<file path="config.mk">
export PLATFORM = sky130hd
export DESIGN_NAME = systolic_feeder
export DESIGN_NICKNAME = d
export VERILOG_FILES = /design/src/rtl/systolic_feeder.sv
export SDC_FILE = /design/constraint.sdc
export NUM_CORES = 1
export LEC_CHECK = 0
export ABC_CLOCK_PERIOD_IN_PS = 16900
export CAP_MARGIN = 20
export CORE_MARGIN = 8
export CORE_UTILIZATION = 59
export DETAILED_ROUTE_END_ITERATION = 6
export HOLD_SLACK_MARGIN = 0.1
export PLACE_DENSITY = 0.79
export SYNTH_ARGS = -nofsm -noshare
export SYNTH_HDL_FRONTEND = slang
export SYNTH_SLANG_ARGS = --single-unit
</file>
<file path="constraint.sdc">
create_clock -name clk -period 16.9 [get_ports clk]
set_clock_uncertainty 0.1 [all_clocks]
set_input_delay 5.07 -clock clk [delete_from_list [all_inputs] [get_ports clk]]
set_output_delay 5.07 -clock clk [all_outputs]
set_load 0.02 [all_outputs]
</file>
<file path="src/rtl/systolic_feeder.sv">
// Feeder for an NxN systolic PE array: buffers A row-wise and B column-wise,
// then streams both diagonally skewed into the array edges and flushes it.
module systolic_feeder_lane #(
  parameter int WIDTH = 8,
  parameter int N     = 4,
  parameter int LANE  = 0,
  parameter int TW    = 4
) (
  input  logic [N-1:0][WIDTH-1:0] vec,
  input  logic [TW-1:0]           t,
  input  logic                    en,
  output logic [WIDTH-1:0]        val
);
  localparam int IW = $clog2(N);
  localparam logic [TW-1:0] LO = TW'(LANE);
  localparam logic [TW-1:0] NW = TW'(N);

  logic [TW-1:0] d;

  // t < LANE wraps d to >= 2N+1 because 2^TW >= 3N, so one compare bounds both sides
  always_comb begin
    d   = t - LO;
    val = '0;
    if (en && d < NW) val = vec[d[IW-1:0]];
  end
endmodule

module systolic_feeder #(
  parameter int WIDTH = 8,
  parameter int N     = 4
) (
  input  logic                   clk,
  input  logic                   rst,
  input  logic                   wr_en,
  input  logic                   wr_sel,
  input  logic [$clog2(N)-1:0]   wr_row,
  input  logic [$clog2(N)-1:0]   wr_col,
  input  logic [WIDTH-1:0]       wr_data,
  input  logic                   start,
  output logic                   busy,
  output logic                   done,
  output logic                   pe_clr,
  output logic [N*WIDTH-1:0]     a_out,
  output logic [N*WIDTH-1:0]     b_out
);
  localparam int TW = $clog2(3*N);
  localparam logic [TW-1:0] FEED_LAST  = TW'(2*N-2);
  localparam logic [TW-1:0] FLUSH_LAST = TW'(3*N-3);

  typedef enum logic [2:0] {IDLE, CLEAR, FEED, FLUSH, DONE} state_t;

  state_t state, state_nxt;
  logic [TW-1:0] t, t_nxt;
  logic feed_nxt, busy_nxt, done_nxt, clr_nxt;
  logic [N-1:0][N-1:0][WIDTH-1:0] a_buf, b_buf, b_col;
  logic [N-1:0][WIDTH-1:0] a_nxt, b_nxt;

  genvar g, r;
  generate
    for (g = 0; g < N; g++) begin : g_lane
      for (r = 0; r < N; r++) begin : g_col
        assign b_col[g][r] = b_buf[r][g];
      end
      systolic_feeder_lane #(.WIDTH(WIDTH), .N(N), .LANE(g), .TW(TW)) u_a (
        .vec(a_buf[g]), .t(t_nxt), .en(feed_nxt), .val(a_nxt[g]));
      systolic_feeder_lane #(.WIDTH(WIDTH), .N(N), .LANE(g), .TW(TW)) u_b (
        .vec(b_col[g]), .t(t_nxt), .en(feed_nxt), .val(b_nxt[g]));
    end
  endgenerate

  // Lanes are computed from the next-cycle t so every output leaves a flop
  always_comb begin
    state_nxt = state;
    t_nxt     = t;
    feed_nxt  = 1'b0;
    busy_nxt  = busy;
    done_nxt  = 1'b0;
    clr_nxt   = 1'b0;
    case (state)
      IDLE: begin
        busy_nxt = 1'b0;
        if (start) begin
          state_nxt = CLEAR;
          busy_nxt  = 1'b1;
          clr_nxt   = 1'b1;
        end
      end
      CLEAR: begin
        state_nxt = FEED;
        t_nxt     = '0;
        feed_nxt  = 1'b1;
      end
      FEED: begin
        t_nxt = t + TW'(1);
        if (t == FEED_LAST) state_nxt = FLUSH;
        else                feed_nxt  = 1'b1;
      end
      FLUSH: begin
        if (t == FLUSH_LAST) begin
          state_nxt = DONE;
          done_nxt  = 1'b1;
        end else begin
          t_nxt = t + TW'(1);
        end
      end
      DONE: begin
        state_nxt = IDLE;
        busy_nxt  = 1'b0;
      end
      default: state_nxt = IDLE;
    endcase
  end

  always_ff @(posedge clk or posedge rst) begin
    if (rst) begin
      state  <= IDLE;
      t      <= '0;
      busy   <= 1'b0;
      done   <= 1'b0;
      pe_clr <= 1'b0;
      a_out  <= '0;
      b_out  <= '0;
      a_buf  <= '0;
      b_buf  <= '0;
    end else begin
      state  <= state_nxt;
      t      <= t_nxt;
      busy   <= busy_nxt;
      done   <= done_nxt;
      pe_clr <= clr_nxt;
      a_out  <= a_nxt;
      b_out  <= b_nxt;
      if (wr_en && !busy) begin
        if (!wr_sel) a_buf[wr_row][wr_col] <= wr_data;
        else         b_buf[wr_row][wr_col] <= wr_data;
      end
    end
  end
endmodule

</file>
==> flow_summary.ini, run 1 <==
[global_routing]
grt_usage = 0.211
grt-ovfl-total = 0
grt_max_degree = 138
grt_pass1_vias = 8607
grt_pass1_wl_mm = 48.1
antenna_found_initial = 1

[cts]
cts_tree = built
htreeDepth = 2
clock_sinks = 330
cts_resized = 0
cts_made_buffers = 34
clk_pin_slew_ns = 0.06
hold_buffers = 0
post-cts-setup-buffer-count = 0
root_buffer = clkbuf_16
cts_max_path_buffers = 3
clock_latency_ns = 0.51

[power_and_ir_drop]
leakage_nw = 7.58
peakVddDrop_mv = 0.131
powerDensity_nw_per_um2 = 186

[final_layout]
regArea_um2 = 8260
area_growth_pct = 16.2
layout_commonest_cell = dfrtp_1
final_design_area_no_fill_um2 = 16300
final_layout_size_suffix_gt1_frac = 0.347
final_cell_mix = dfrtp_1 (330), mux2_2 (256), clkdlybuf4s50_1 (83), and2_1 (65), nand2_1 (57)
multi_input_area_um2 = 5470
nets = 1072
nFillCells = 1625

[drt]
routed_via_density = 5.85
vias = 8141
routed_wl_mm = 29.7
drcViolationCount = 0
first_pass_iters = 4
drt_iter0_markers = 640
ant_nets = 0
wl_per_cell_um = 21.3

[critical_path]
startpoint_type = input port
critical-path-max-stage-delay_ns = 0.84
path_common_cell = buf_4
crit_path_max_fanout = 137
reg2regPathDepth = 11
critical_path_required_ns = 17.38
path_class = in2async
critPathSlowestCell = buf_4
cp_data_arrival_time_ns = 7.85
end_kind = asynchronous set/reset pin
path_cells = clkdlybuf4s50_1, inv_8, buf_4, buf_4

[synth]
ys_top_cells_by_area = dfrtp_1 (59%), mux2_2 (20%), mux4_2 (4.6%)
synth_enable_flop_cells = 0
syn-cell-area_um2 = 14100
async_reset_ff_frac = 1.00
synth_seq_area_share = 0.587
syn_avg_cell_area_um2 = 14.4
synth_top_cell_area_share = 0.587
synth_nets = 1001
syn-instance-count = 976
ys_warn_count = 0
ys_seq_elements = 330
yosysUniqueCellTypes = 46
synth.largest_area_cell = dfrtp_1
synthFlopType = dfrtp_1

[sta]
finalSetupTns_ns = 0
rsz0062_at_grt = no
hold_slack_ns = 0.396
slew-limit-headroom = 0.376
fin_crit_ns = 7.37
period_share = 0.436
fmax_mhz = 136
slew_violations = 0
worst_pin_slew_ns = 0.927
setup_viol = 0
hold_violations = 0

[placement]
dpl_cell_area_um2 = 15100
dpl.hpwl_mm = 17.8
gp_congestion = 0.732
io_buffer_count = 83

[job]
cap_violations = 0

[floorplanning]
die_y_um = 170
rows = 56
ioPinCount = 84
chipWidth_um = 170
dieArea_um2 = 29000
core_um2 = 23500
start_util = 0.599

[min_path]
worstHoldPathCells = 1
hold_path.class = reg2reg

[outcome]
status = finished, final reports clean
==> cell families after synthesis <==
family,synth area share
flops,0.587
mux,0.270
simple gates,0.0657
compound gates,0.0433
buf+inv,0.0252
fa+ha+maj,0.00712
xor+xnor,0.00187
==> state kept, by name (all words and copies together), names as in the netlist <==
| register | cells |
|---|---|
| b_buf | 128 |
| t | 4 |
| busy | 1 |
| b_out | 32 |
| a_out | 32 |
| pe_clr | 1 |
| state | 3 |
| done | 1 |
| a_buf | 128 |
==> metrics by stage <==
step           std cells   util  power (mW)  setup WS (ns)
3_3_place_gp        1328  0.644        2.23           8.87
4_1_cts             1390  0.696        3.07           9.37
5_1_grt             1391  0.696        3.20           9.01
2_1_floorplan        976      -        1.95           2.59
6_report            1391  0.696        3.04           9.53
3_5_place_dp        1330  0.645        2.27           8.82
==> Yosys cell counts, types with 2 or more instances <==
| cell type | count |
|---|---|
| mux2i_1 | 18 |
| mux4_2 | 29 |
| or4_1 | 2 |
| mux4_1 | 3 |
| xor2_1 | 2 |
| nand2_1 | 57 |
| a21oi_1 | 2 |
| a211oi_1 | 48 |
| nor3_1 | 2 |
| nor4_1 | 3 |
| or3_1 | 2 |
| mux2_2 | 256 |
| nor3_2 | 3 |
| a21o_1 | 2 |
| a311oi_1 | 16 |
| clkbuf_1 | 38 |
| and2_1 | 65 |
| o21ai_0 | 3 |
| dfrtp_1 | 330 |
| buf_2 | 10 |
| buf_4 | 5 |
| nand3_1 | 9 |
| inv_1 | 10 |
| buf_6 | 3 |
| nor2b_1 | 3 |
| nand2b_1 | 5 |
| buf_1 | 9 |
| ha_1 | 8 |
| nor2_1 | 16 |
==> report_power, final <==
group | total [mW] | internal, mW | switching (mW)
clock network | 0.793 | 0.490 | 0.302
logic | 1.14 | 0.523 | 0.614
registers | 1.11 | 1.00 | 0.105
total | 3.04 | 2.02 | 1.02
==> worst paths after layout <==
| kind | from | end | slack (ns) |
|---|---|---|---|
| worst min register to register | a_buf[66]$_DFFE_PP0P_ | a_buf[66]$_DFFE_PP0P_ | 0.40 |
| max in group clk | wr_en | a_buf[57]$_DFFE_PP0P_ | 9.73 |
| min in group asynchronous | rst | a_out[19]$_DFF_PP0_ | 5.05 |
| worst max register to register | t[0]$_DFF_PP0_ | b_out[16]$_DFF_PP0_ | 12.42 |
| worst max-delay path | rst | a_buf[30]$_DFFE_PP0P_ | 9.53 |
| worst min-delay path | a_buf[66]$_DFFE_PP0P_ | a_buf[66]$_DFFE_PP0P_ | 0.40 |
==> worst max-delay path, delay by kind of cell <==
kind | cells | cell delay [ns]
buf+inv | 4 | 2.68
==> area by class of cell <==
class / instances / area share
Timing Repair Buffer: 101 / 0.0596
Multi-Input combinational cell: 569 / 0.334
Inverter: 11 / 0.00299
Tap cell: 319 / 0.0244
Sequential cell: 330 / 0.505
Antenna cell: 1 / 0.000153
Clock inverter: 13 / 0.0119
Clock buffer: 47 / 0.0613
==> routing by layer <==
layer	routed length (um)	vias up	track usage	part of all wire
met5	0	-	0	0
met3	1310	51	0.0350	0.044
li1	-	3653	-	-
met4	684	0	0.0614	0.023
met1	13200	4279	0.285	0.44
met2	14500	158	0.350	0.49
No activity file was read; power rests on OpenSTA's default activity.
==> inputs of run 2 (changes only) <==
==> config.mk (replaced) <==
export PLATFORM = sky130hd
export DESIGN_NAME = systolic_feeder
export DESIGN_NICKNAME = d
export VERILOG_FILES = /design/src/rtl/systolic_feeder.sv
export SDC_FILE = /design/constraint.sdc
export NUM_CORES = 1
export LEC_CHECK = 0
export ABC_CLOCK_PERIOD_IN_PS = 6000
export CAP_MARGIN = 20
export CORE_MARGIN = 8
export CORE_UTILIZATION = 54
export DETAILED_ROUTE_END_ITERATION = 6
export HOLD_SLACK_MARGIN = 0.1
export PLACE_DENSITY = 0.76
export SYNTH_ARGS = -nofsm -noshare
export SYNTH_HDL_FRONTEND = slang
export SYNTH_SLANG_ARGS = --single-unit
==> constraint.sdc (replaced) <==
create_clock -name clk -period 6 [get_ports clk]
set_clock_uncertainty 0.1 [all_clocks]
set_input_delay 1.8 -clock clk [delete_from_list [all_inputs] [get_ports clk]]
set_output_delay 1.8 -clock clk [all_outputs]
set_load 0.02 [all_outputs]
==> run 2 against run 1 <==
Clock power rose to 2.8 times the previous value; cell count rose by 1.4%; setup slack got worse by 7.5 ns; non-clock buffer count rose by 2; sequential power rose to 2.8 times the previous value; worst hold slack got worse by 0.00073 ns.
==> flow_summary.ini, run 2 (same netlist as run 1, synthesis figures left out) <==
[drt]
drt_iter0_markers = 509
first_pass_iters = 4
vias = 8186
wl_per_cell_um = 20.8
routed_via_density = 5.80
drcViolationCount = 0
ant_nets = 0
routed_wl_mm = 29.3

[final_layout]
final_layout_size_suffix_gt1_frac = 0.351
multi_input_area_um2 = 5470
layout_commonest_cell = dfrtp_1
final_cell_count_no_fill = 1411
nFillCells = 1894
nets = 1075
area_growth_pct = 16.6
regArea_um2 = 8260
final_cell_mix = dfrtp_1 (330), mux2_2 (256), clkdlybuf4s50_1 (83), and2_1 (65), nand2_1 (57)
top_regs = a_buf (128), b_buf (128)

[cts]
htreeDepth = 2
post-cts-setup-buffer-count = 0
cts_made_buffers = 35
hold_buffers = 0
root_buffer = clkbuf_16
cts_max_path_buffers = 3
clk_pin_slew_ns = 0.06
clock_sinks = 330
cts_resized = 0
cts_tree = built
clock_latency_ns = 0.50

[sta]
setup_viol = 0
hold_slack_ns = 0.395
hold_violations = 0
slew_violations = 0
rsz0062_at_grt = no
fin_crit_ns = 3.96
layout_setup_ws_ns = 2.04
period_share = 0.660
fmax_mhz = 253
slew-limit-headroom = 0.353
worst_pin_slew_ns = 0.961

[placement]
io_buffer_count = 83
gp_congestion = 0.781
pre_cts_ws_ns = 1.64
dpl.hpwl_mm = 18.0
dp.cells = 1347

[critical_path]
worst-r2r-setup-slack_ns = 2.04
r2r-end = a_out[30]$_DFF_PP0_
rr_startpoint = t[0]$_DFF_PP0_
path_cells = ha_1, and4b_1, nor4_2, or2_4, inv_1, ha_2, buf_4, mux4_2, and2_1
cp_top_family = simple AND/OR/NAND/NOR gates
critical-path-max-stage-delay_ns = 0.88
end_kind = flop
crit_buf_inv = 2
critPathLaunch = t[0]$_DFF_PP0_
crit_path_max_fanout = 37
cp_data_arrival_time_ns = 4.25
reg2regPathDepth = 9
critPathSlowestCell = ha_2
critical_path_required_ns = 6.29
path_class = reg2reg
startpoint_type = flop

[min_path]
worstHoldPathCells = 1
hold_path.class = reg2reg
min_to = b_buf[18]$_DFFE_PP0P_
holdCritStartpoint = b_buf[18]$_DFFE_PP0P_

[floorplanning]
rows = 59
dieArea_um2 = 31500
start_util = 0.544
ioPinCount = 84
core_um2 = 25800
die_y_um = 177
chipWidth_um = 177

[global_routing]
grt_pass1_wl_mm = 48.7
antenna_found_initial = 2
grt_max_degree = 109
grt_usage = 0.194
grt-ovfl-total = 0
grt_pass1_vias = 8758

[job]
cap_violations = 0

[power_and_ir_drop]
leakage_nw = 7.59
peakVddDrop_mv = 0.647
powerDensity_nw_per_um2 = 518
power_mw = 8.50

[outcome]
status = finished, final reports clean
-- run 2: worst reg2reg max path, cell delays in order, from the launching register on --
cell and delay, ns:
dfrtp_1 0.45, ha_1 0.22, and4b_1 0.28, nor4_2 0.26, or2_4 0.48, inv_1 0.12
ha_2 0.88, buf_4 0.36, mux4_2 0.53, and2_1 0.16
-- run 2: metrics by stage --
stage	utilization	setup TNS [ns]	area (um^2)
floorplan	-	-101.20	14100
global placement	0.587	0	15200
detailed placement	0.589	0	15200
CTS	0.635	0	16400
global route	0.635	0	16400
finish	0.635	0	16400
-- run 2: worst max path at each step --
stage | cells after the start | endpoint | slack, ns
5_1_grt | 9 | a_out[26]$_DFF_PP0_ | 1.70
3_5_place_dp | 5 | a_buf[58]$_DFFE_PP0P_ | 1.64
3_3_place_gp | 5 | a_buf[28]$_DFFE_PP0P_ | 1.63
6_report | 9 | a_out[30]$_DFF_PP0_ | 2.04
2_1_floorplan | 1 | a_buf[0]$_DFFE_PP0P_ | -0.31
4_1_cts | 9 | a_out[30]$_DFF_PP0_ | 1.97
-- run 2: power breakdown --
part / total (mW) / internal, mW / switching (mW) / leakage (nW)
logic: 3.19 / 1.49 / 1.71 / 2.63
registers: 3.12 / 2.83 / 0.290 / 4.37
clock network: 2.19 / 1.33 / 0.859 / 0.587
-- run 2: layout make-up --
cell class / instances / area share
well taps: 335 / 0.0255
clock buffers: 50 / 0.0655
diodes: 1 / 0.000153
flip-flops and latches: 330 / 0.503
clock inverters: 12 / 0.00717
multi-input cells: 569 / 0.333
repair buffers: 103 / 0.0624
inverters: 11 / 0.00275
-- run 2: layer usage --
layer / vias up / share of wire / routed length [um] / track usage
met1: 4317 / 0.44 / 12800 / 0.256
met5: - / 0.00037 / 11 / 0
li1: 3668 / - / - / -
met2: 154 / 0.50 / 14600 / 0.326
met3: 45 / 0.048 / 1390 / 0.0323
met4: 2 / 0.019 / 571 / 0.0584
